### src/rtl/fetch_decode_ctrl.sv
// Pipeline front end: PC register, ARM-subset decoder, bubble mux.
// Optional PC_TARGET_EN adds pc_load/target_pc direct PC load.
module fetch_decode_ctrl #(
  parameter int PC_WIDTH = 8,
  parameter int PC_STEP  = 4
) (
  input  logic                clk,
  input  logic                reset,
  input  logic                E,
  input  logic                S,
`ifdef PC_TARGET_EN
  input  logic                pc_load,
  input  logic [PC_WIDTH-1:0] target_pc,
`endif
  input  logic [31:0]         instruction,
  output logic [PC_WIDTH-1:0] pc,
  output logic [3:0]          dec_alu_op,
  output logic [1:0]          dec_am,
  output logic                dec_load,
  output logic                dec_mem_write,
  output logic                dec_store_cc,
  output logic                dec_b,
  output logic                dec_bl,
  output logic                dec_mem_size,
  output logic                dec_mem_e,
  output logic                dec_rf_e,
  output logic [3:0]          ctl_alu_op,
  output logic [1:0]          ctl_am,
  output logic                ctl_load,
  output logic                ctl_mem_write,
  output logic                ctl_store_cc,
  output logic                ctl_b,
  output logic                ctl_bl,
  output logic                ctl_mem_size,
  output logic                ctl_mem_e,
  output logic                ctl_rf_e
);

  logic [PC_WIDTH-1:0] pc_q;
  logic [PC_WIDTH-1:0] pc_d;

  always_comb begin
    pc_d = pc_q;
    if (!reset) begin
      pc_d = '0;
    end else if (E) begin
      pc_d = pc_q + PC_WIDTH'(PC_STEP);
`ifdef PC_TARGET_EN
      if (pc_load) pc_d = target_pc;
`endif
    end
  end

  always_ff @(posedge clk) begin
    pc_q <= pc_d;
  end

  assign pc = pc_q;

  logic [2:0] cls;
  logic       is_nop;
  logic       is_dp;
  logic       is_ls;
  logic       is_br;

  assign cls    = instruction[27:25];
  assign is_nop = (instruction == 32'h0);
  assign is_dp  = !is_nop && (cls[2:1] == 2'b00);
  assign is_ls  = !is_nop && (cls[2:1] == 2'b01);
  assign is_br  = !is_nop && (cls == 3'b101);

  always_comb begin
    dec_alu_op    = 4'b0000;
    dec_am        = 2'b00;
    dec_load      = 1'b0;
    dec_mem_write = 1'b0;
    dec_store_cc  = 1'b0;
    dec_b         = 1'b0;
    dec_bl        = 1'b0;
    dec_mem_size  = 1'b0;
    dec_mem_e     = 1'b0;
    dec_rf_e      = 1'b0;
    unique case (1'b1)
      is_dp: begin
        dec_alu_op   = instruction[24:21];
        dec_am       = cls[0] ? 2'b00 : 2'b01;
        dec_store_cc = instruction[20];
        dec_rf_e     = 1'b1;
        // compare/test ops only set flags
        if (instruction[24:23] == 2'b10) begin
          dec_rf_e     = 1'b0;
          dec_store_cc = 1'b1;
        end
      end
      is_ls: begin
        dec_am        = cls[0] ? 2'b11 : 2'b10;
        dec_alu_op    = instruction[23] ? 4'b0100
                                        : 4'b0010;
        dec_mem_e     = 1'b1;
        dec_load      = instruction[20];
        dec_mem_write = ~instruction[20];
        dec_rf_e      = instruction[20];
        dec_mem_size  = instruction[22];
      end
      is_br: begin
        dec_b    = 1'b1;
        dec_bl   = instruction[24];
        dec_rf_e = instruction[24];
      end
      default: ;
    endcase
  end

  assign ctl_alu_op    = S ? 4'b0000 : dec_alu_op;
  assign ctl_am        = S ? 2'b00   : dec_am;
  assign ctl_load      = S ? 1'b0    : dec_load;
  assign ctl_mem_write = S ? 1'b0    : dec_mem_write;
  assign ctl_store_cc  = S ? 1'b0    : dec_store_cc;
  assign ctl_b         = S ? 1'b0    : dec_b;
  assign ctl_bl        = S ? 1'b0    : dec_bl;
  assign ctl_mem_size  = S ? 1'b0    : dec_mem_size;
  assign ctl_mem_e     = S ? 1'b0    : dec_mem_e;
  assign ctl_rf_e      = S ? 1'b0    : dec_rf_e;

endmodule

### config.mk
export PLATFORM = sky130hd
export DESIGN_NAME = fetch_decode_ctrl
export DESIGN_NICKNAME = d
export VERILOG_FILES = /design/src/rtl/fetch_decode_ctrl.sv
export SDC_FILE = /design/constraint.sdc
export NUM_CORES = 1
export LEC_CHECK = 0
export BUFFER_PORTS_ARGS = -buffer_cell sky130_fd_sc_hd__buf_2
export CAP_MARGIN = 20
export CORE_MARGIN = 3
export CORE_UTILIZATION = 25
export CTS_CLUSTER_SIZE = 12
export DETAILED_ROUTE_END_ITERATION = 8
export PLACE_DENSITY = 0.74
export SLEW_MARGIN = 20
export SYNTH_ARGS = -nofsm -noshare
export SYNTH_HDL_FRONTEND = slang
export SYNTH_SLANG_ARGS = --single-unit
### constraint.sdc
create_clock -name clk -period 1.19 [get_ports clk]
set_input_delay 0.238 -clock clk [delete_from_list [all_inputs] [get_ports clk]]
set_output_delay 0.238 -clock clk [all_outputs]
set_load 0.05 [all_outputs]
==> impl_metrics.yaml, run 1 <==
sta:
  setup_ws_ns: -0.625
  clock_skew_ns: 0.00474
  finalSetupViolCount: 27
  rsz0062_at_grt: "yes"
  period_minus_slack_ns: 1.81
  hold_violations: 0
  fmax_mhz: 551
  period_share_pct: 152
  final_max_slew_viol_count: 0
place:
  port_buffers: 69
  dpl_cell_area_um2: 1280
  gp_congestion: 0.874
  placedCellCount: 192
  dp_hpwl_mm: 2.11
hold_path:
  hold_class: "input pin to register"
  min_from: "reset"
synth:
  synth-async-reset-ratio_pct: 0
  synth_seq_area_share_pct: 21.3
  synth_top_cell_area_share_pct: 21.3
  synth-edff-count: 0
  ys_types: 28
  yosysWarnings: 0
  netlist_area_um2: 563
  synthCells: 82
  avgSynthCellArea_um2: 6.87
  synth_commonest_cells: "nor2_1, nor4_1, and2_1"
  ys.flop_type: "dfxtp_1"
  ys_ff_latch: 6
  synth_top_area_cell: "dfxtp_1"
  yosysMostFrequentCell: "nor2_1"
  synth_area_leaders: "dfxtp_1, nor2_1, nor4_1, and2_1, xnor2_1"
critical_path:
  crit_end: "ctl_rf_e"
  slowest_stage: "nor4_2"
  path_buf_inv: 3
  reg2reg_setup_slack_ns: 0.10
  reg2reg_depth: 3
  reg2reg_to: "pc[7]$_SDFFE_PN0P_"
  startpoint: "instruction[17]"
  critPathLaunchType: "input pin"
  endpoint_kind: "output pin"
  critPathKind: "input pin to output pin"
  path_max_fanout: 2
  cp.arrival_ns: 1.58
  path_cells: "buf_2 -> nor4_2 -> nand4_1 -> buf_4 -> o221ai_4 -> a21oi_4 -> buf_6"
  cpPeakStageDelay_ns: 0.32
  r2r_start: "pc[2]$_SDFFE_PN0P_"
  critPathTopFamily: "simple AND/OR/NAND/NOR gates"
  cp.depth: 7
  cp.required_ns: 0.95
detailed_routing:
  drt_wl_total_mm: 4.11
  detail_route.iter0.violations: 15
  num_vias: 1079
  viasPerCell: 5.21
  wire_per_inst_um: 19.9
  dr.pass1.iters: 4
  antenna_left: 0
  drc: 0
floorplan:
  start_util_pct: 27.6
  core-area_um2: 2040
  pin_count: 72
  std_cell_rows: 16
  die_area_um2: 2860
  fp.dieH_um: 53.5
  die_w_um: 53.5
run_status:
  status: "finished with violations"
  violations: "negative setup slack"
pwr:
  ir_worst_vdd_mv: 0.784
  p_leak_nw: 0.823
  power_density_nw_per_um2: 616
final_layout:
  nets: 218
  largest_reg_flops: 6
  layout.cells.non_filler: 207
  antennaDiodeCount: 0
  design_area_um2: 1840
  areaGrowthSynthToFinish_pct: 228
  n_fill_cell: 80
  drive_gt1_share_pct: 82.2
clock_tree:
  cts_tree: "done"
  clockBufferDepth: 2
  h-tree-depth: 1
  clk_pin_slew_ns: 0.05
  clk_latency_ns: 0.25
  clkSinkCount: 6
  cts-root-buf: "clkbuf_4"
  numCtsBuffers: 3
global_route:
  grt_max_degree: 8
  grt_use_total_pct: 27.4
  grt_first_pass_wirelength_mm: 5.42
  antenna_found_initial: 0
  globalRoute.totalOverflow: 0
  grt_pass1_vias: 1087
job:
  maxCapViolCount: 0
worst min-delay path by stage:
stage	endpoint	slack [ns]	depth (start not counted)
final	pc[2]$_SDFFE_PN0P_	0.27	2
after global routing	pc[2]$_SDFFE_PN0P_	0.28	2
after CTS	pc[2]$_SDFFE_PN0P_	0.25	2
after detailed placement	pc[7]$_SDFFE_PN0P_	0.50	2
after global placement	pc[7]$_SDFFE_PN0P_	0.46	2
after floorplan	pc[2]$_SDFFE_PN0P_	0.36	1
area by class of cell:
cell class / count / area [um^2] / share of cell area, %
Tap cell: 27 / 33.8 / 1.83
Sequential cell: 6 / 134 / 7.26
Multi-Input combinational cell: 69 / 728 / 39.5
Clock buffer: 4 / 26.3 / 1.42
Inverter: 5 / 27.5 / 1.49
Timing Repair Buffer: 96 / 895 / 48.5
worst register-to-register path, delay by kind of cell, from the launching register on:
| family | cells | cell delay [ns] |
|---|---|---|
| AOI/OAI and AO/OA | 1 | 0.16 |
| and+or+nand+nor | 2 | 0.50 |
| DFF | 1 | 0.36 |
layout by cell type (no fill, tap or decap), types with 2 or more instances in the layout:
master,instances
dfxtp_2,2
dfxtp_4,3
nor2_1,3
buf_4,10
nand2_1,3
buf_6,31
and2_4,5
buf_2,36
a21oi_4,2
and2_1,4
inv_1,2
nor2_2,4
nor4_4,5
nor3_4,5
buf_8,18
nor4_2,3
nand2b_4,3
conb_1,2
nand4_1,4
clkbuf_4,3
xnor2_1,3
inv_4,2
nor2_4,7
cells by family after synthesis:
| logic type | count (synthesis) | synth area share [%] |
|---|---|---|
| simple gates | 52 | 50.9 |
| compound gates | 9 | 10.2 |
| buf+inv | 8 | 6.67 |
| flops | 6 | 21.3 |
| xor+xnor | 4 | 6.22 |
| fa+ha+maj | 1 | 2.22 |
| other cells | 1 | 0.666 |
| mux | 1 | 1.78 |
report_power, final:
| part | switching, W | internal, W |
|---|---|---|
| combinational | 0.000410 | 0.000295 |
| sequential | 0.00000867 | 0.000207 |
| clock | 0.0000877 | 0.000128 |
per-layer routing:
layer	wire length [um]	global-route usage, %	vias to the layer above
met3	462	8.17	21
li1	-	-	477
met2	2090	50.8	84
met4	164	15.7	0
met5	0	0	-
met1	1390	26.3	497
timing repair:
| item | CTS | global route |
|---|---|---|
| gates resized for setup | 109 | 24 |
| buffers inserted | 8 | 7 |
| pin swaps | 14 | 14 |
| endpoints found under the setup margin | 28 | 29 |
| hold buffers | 0 | 0 |
through the flow:
stage / setup slack (ns) / TNS [ns] / hold slack (ns) / power (W) / util (%)
floorplan: -0.358 / -4.82 / 0.359 / 0.000530 / -
global placement: -0.669 / -10.07 / 0.464 / 0.000709 / 62.5
detailed placement: -0.695 / -10.60 / 0.498 / 0.000717 / 62.5
CTS: -0.459 / -6.20 / 0.253 / 0.00107 / 85.3
global route: -0.633 / -9.31 / 0.284 / 0.00118 / 90.3
finish: -0.625 / -8.74 / 0.268 / 0.00114 / 90.3
(Power assumes the default switching activity.)
==> run 2: changes to the inputs <==
PLACE_DENSITY = 0.72   (was 0.74)
SKIP_CTS_REPAIR_TIMING = 1   (was unset)
clock period = 1.69 ns   (was 1.19 ns; I/O delays follow)
==> run 2 against run 1 <==
  * The run still ends with negative setup slack left
  * Count of clock-buffer cells in the layout shrank 1
  * Combinational power fell by 47%
  * Sequential power shrank 29%
  * Hold slack better by 0.10 ns
  * Critical endpoint unchanged
  * Largest power group unchanged
==> impl_metrics.yaml, run 2 (synthesized netlist as in run 1, its figures left out) <==
global_route:
  grt_first_pass_wirelength_mm: 3.39
  antenna_found_initial: 0
  grt_max_degree: 12
  globalRoute.totalOverflow: 0
  grt_use_total_pct: 16.0
  grt_pass1_vias: 844
critical_path:
  cpPeakStageDelay_ns: 0.26
  startpoint: "instruction[4]"
  reg2reg_depth: 3
  crit_end: "ctl_rf_e"
  r2r_start: "pc[4]$_SDFFE_PN0P_"
  critPathLaunchType: "input pin"
  reg2reg_setup_slack_ns: 0.54
  cp.required_ns: 1.35
  critPathKind: "input pin to output pin"
  path_cells: "buf_6 -> nor4_4 -> nand4_1 -> o221ai_1 -> buf_4 -> a21oi_4 -> buf_6"
  path_max_fanout: 3
  reg2reg_to: "pc[7]$_SDFFE_PN0P_"
  endpoint_kind: "output pin"
  cp.arrival_ns: 1.59
  slowest_stage: "nor4_4"
  crit_top_cell: "buf_6"
clock_tree:
  clk_latency_ns: 0.24
  h-tree-depth: 1
  cts-root-buf: "clkbuf_4"
  clockBufferDepth: 2
  clk_pin_slew_ns: 0.04
  cts_tree: "done"
  numCtsBuffers: 3
  clkSinkCount: 6
final_layout:
  nets: 206
  areaGrowthSynthToFinish_pct: 144
  final_common_cell: "buf_2"
  seqCellArea_um2: 120
  drive_gt1_share_pct: 67.7
  mostFrequentLayoutCells: "buf_2, buf_6, buf_4"
  largest_reg_flops: 6
  n_fill_cell: 169
  multi_input_area_um2: 577
  antennaDiodeCount: 0
place:
  gp_congestion: 0.771
  port_buffers: 69
  dp_hpwl_mm: 1.98
detailed_routing:
  drt_wl_total_mm: 2.60
  antenna_left: 0
  wire_per_inst_um: 13.4
  drc: 0
  dr.pass1.iters: 4
  detail_route.iter0.violations: 6
  viasPerCell: 4.86
  num_vias: 943
pwr:
  report.power.total_w: 0.000656
  power_density_nw_per_um2: 478
  ir_worst_vdd_mv: 0.385
  p_leak_nw: 0.671
sta:
  fmax_mhz: 518
  hold_violations: 0
  tns_ns: -1.66
  clock_skew_ns: 0.00145
  period_minus_slack_ns: 1.93
  period_share_pct: 114
  timing.hold.ws_ns: 0.371
  final_max_slew_viol_count: 0
  setup_ws_ns: -0.240
  finalSetupViolCount: 12
  rsz0062_at_grt: "yes"
hold_path:
  min_from: "reset"
  hold_class: "input pin to register"
floorplan:
  fp.dieH_um: 53.5
  std_cell_rows: 16
  pin_count: 72
  die_w_um: 53.5
  start_util_pct: 27.6
  core-area_um2: 2040
  die_area_um2: 2860
run_status:
  status: "finished with violations"
  violations: "negative setup slack"
job:
  maxCapViolCount: 0
==> run 2: cell count changes in the layout (fill, tap and decap cells not counted), moves of 5 or more <==
cell | previous run | this run
buf_2 | 36 | 44
buf_4 | 10 | 19
nor2_1 | 3 | 9
buf_8 | 18 | 0
nor3_4 | 5 | 0
dfxtp_1 | 1 | 6
buf_6 | 31 | 20
nor2_4 | 7 | 1
==> run 2: how the worst min path moves through the flow <==
stage | to | depth (start not counted)
6_report | pc[6]$_SDFFE_PN0P_ | 2
5_1_grt | pc[2]$_SDFFE_PN0P_ | 2
4_1_cts | pc[6]$_SDFFE_PN0P_ | 2
3_5_place_dp | pc[7]$_SDFFE_PN0P_ | 2
3_3_place_gp | pc[7]$_SDFFE_PN0P_ | 2
2_1_floorplan | pc[2]$_SDFFE_PN0P_ | 1
==> run 2: routing by layer <==
layer,track usage (%),up-vias,routed length [um]
met3,4.51,3,399
met1,16.7,423,859
met2,28.4,64,1310
met4,8.94,0,29
li1,-,453,-
met5,0,-,0
==> run 2: cell type report <==
type                    count  area share, %
multi-input cells          69           42.1
clock buffers               3           1.64
flip-flops and latches      6           8.76
inverters                   5           1.64
well taps                  27           2.46
repair buffers             84           43.4
==> run 2: worst max-delay path: cells and delay by family <==
kind                   cells  cell delay (ns)
AOI/OAI and AO/OA          2             0.31
buffers and inverters      3             0.44
and+or+nand+nor            2             0.51
==> run 2: per-stage QoR <==
step,setup WS [ns],utilization [%],cells,area [um^2]
after global routing,-0.308,67.2,194,1370
after floorplan,-0.329,-,83,623
after global placement,-0.339,53.7,191,1100
after CTS,-0.333,54.8,194,1120
final,-0.240,67.2,194,1370
after detailed placement,-0.331,53.7,191,1100
==> run 2: power breakdown <==
| group | total [W] | internal [W] | switching [W] |
|---|---|---|---|
| sequential | 0.000153 | 0.000147 | 0.00000572 |
| clock | 0.000129 | 0.0000801 | 0.0000492 |
| combinational | 0.000373 | 0.000141 | 0.000232 |
| total | 0.000656 | 0.000369 | 0.000287 |
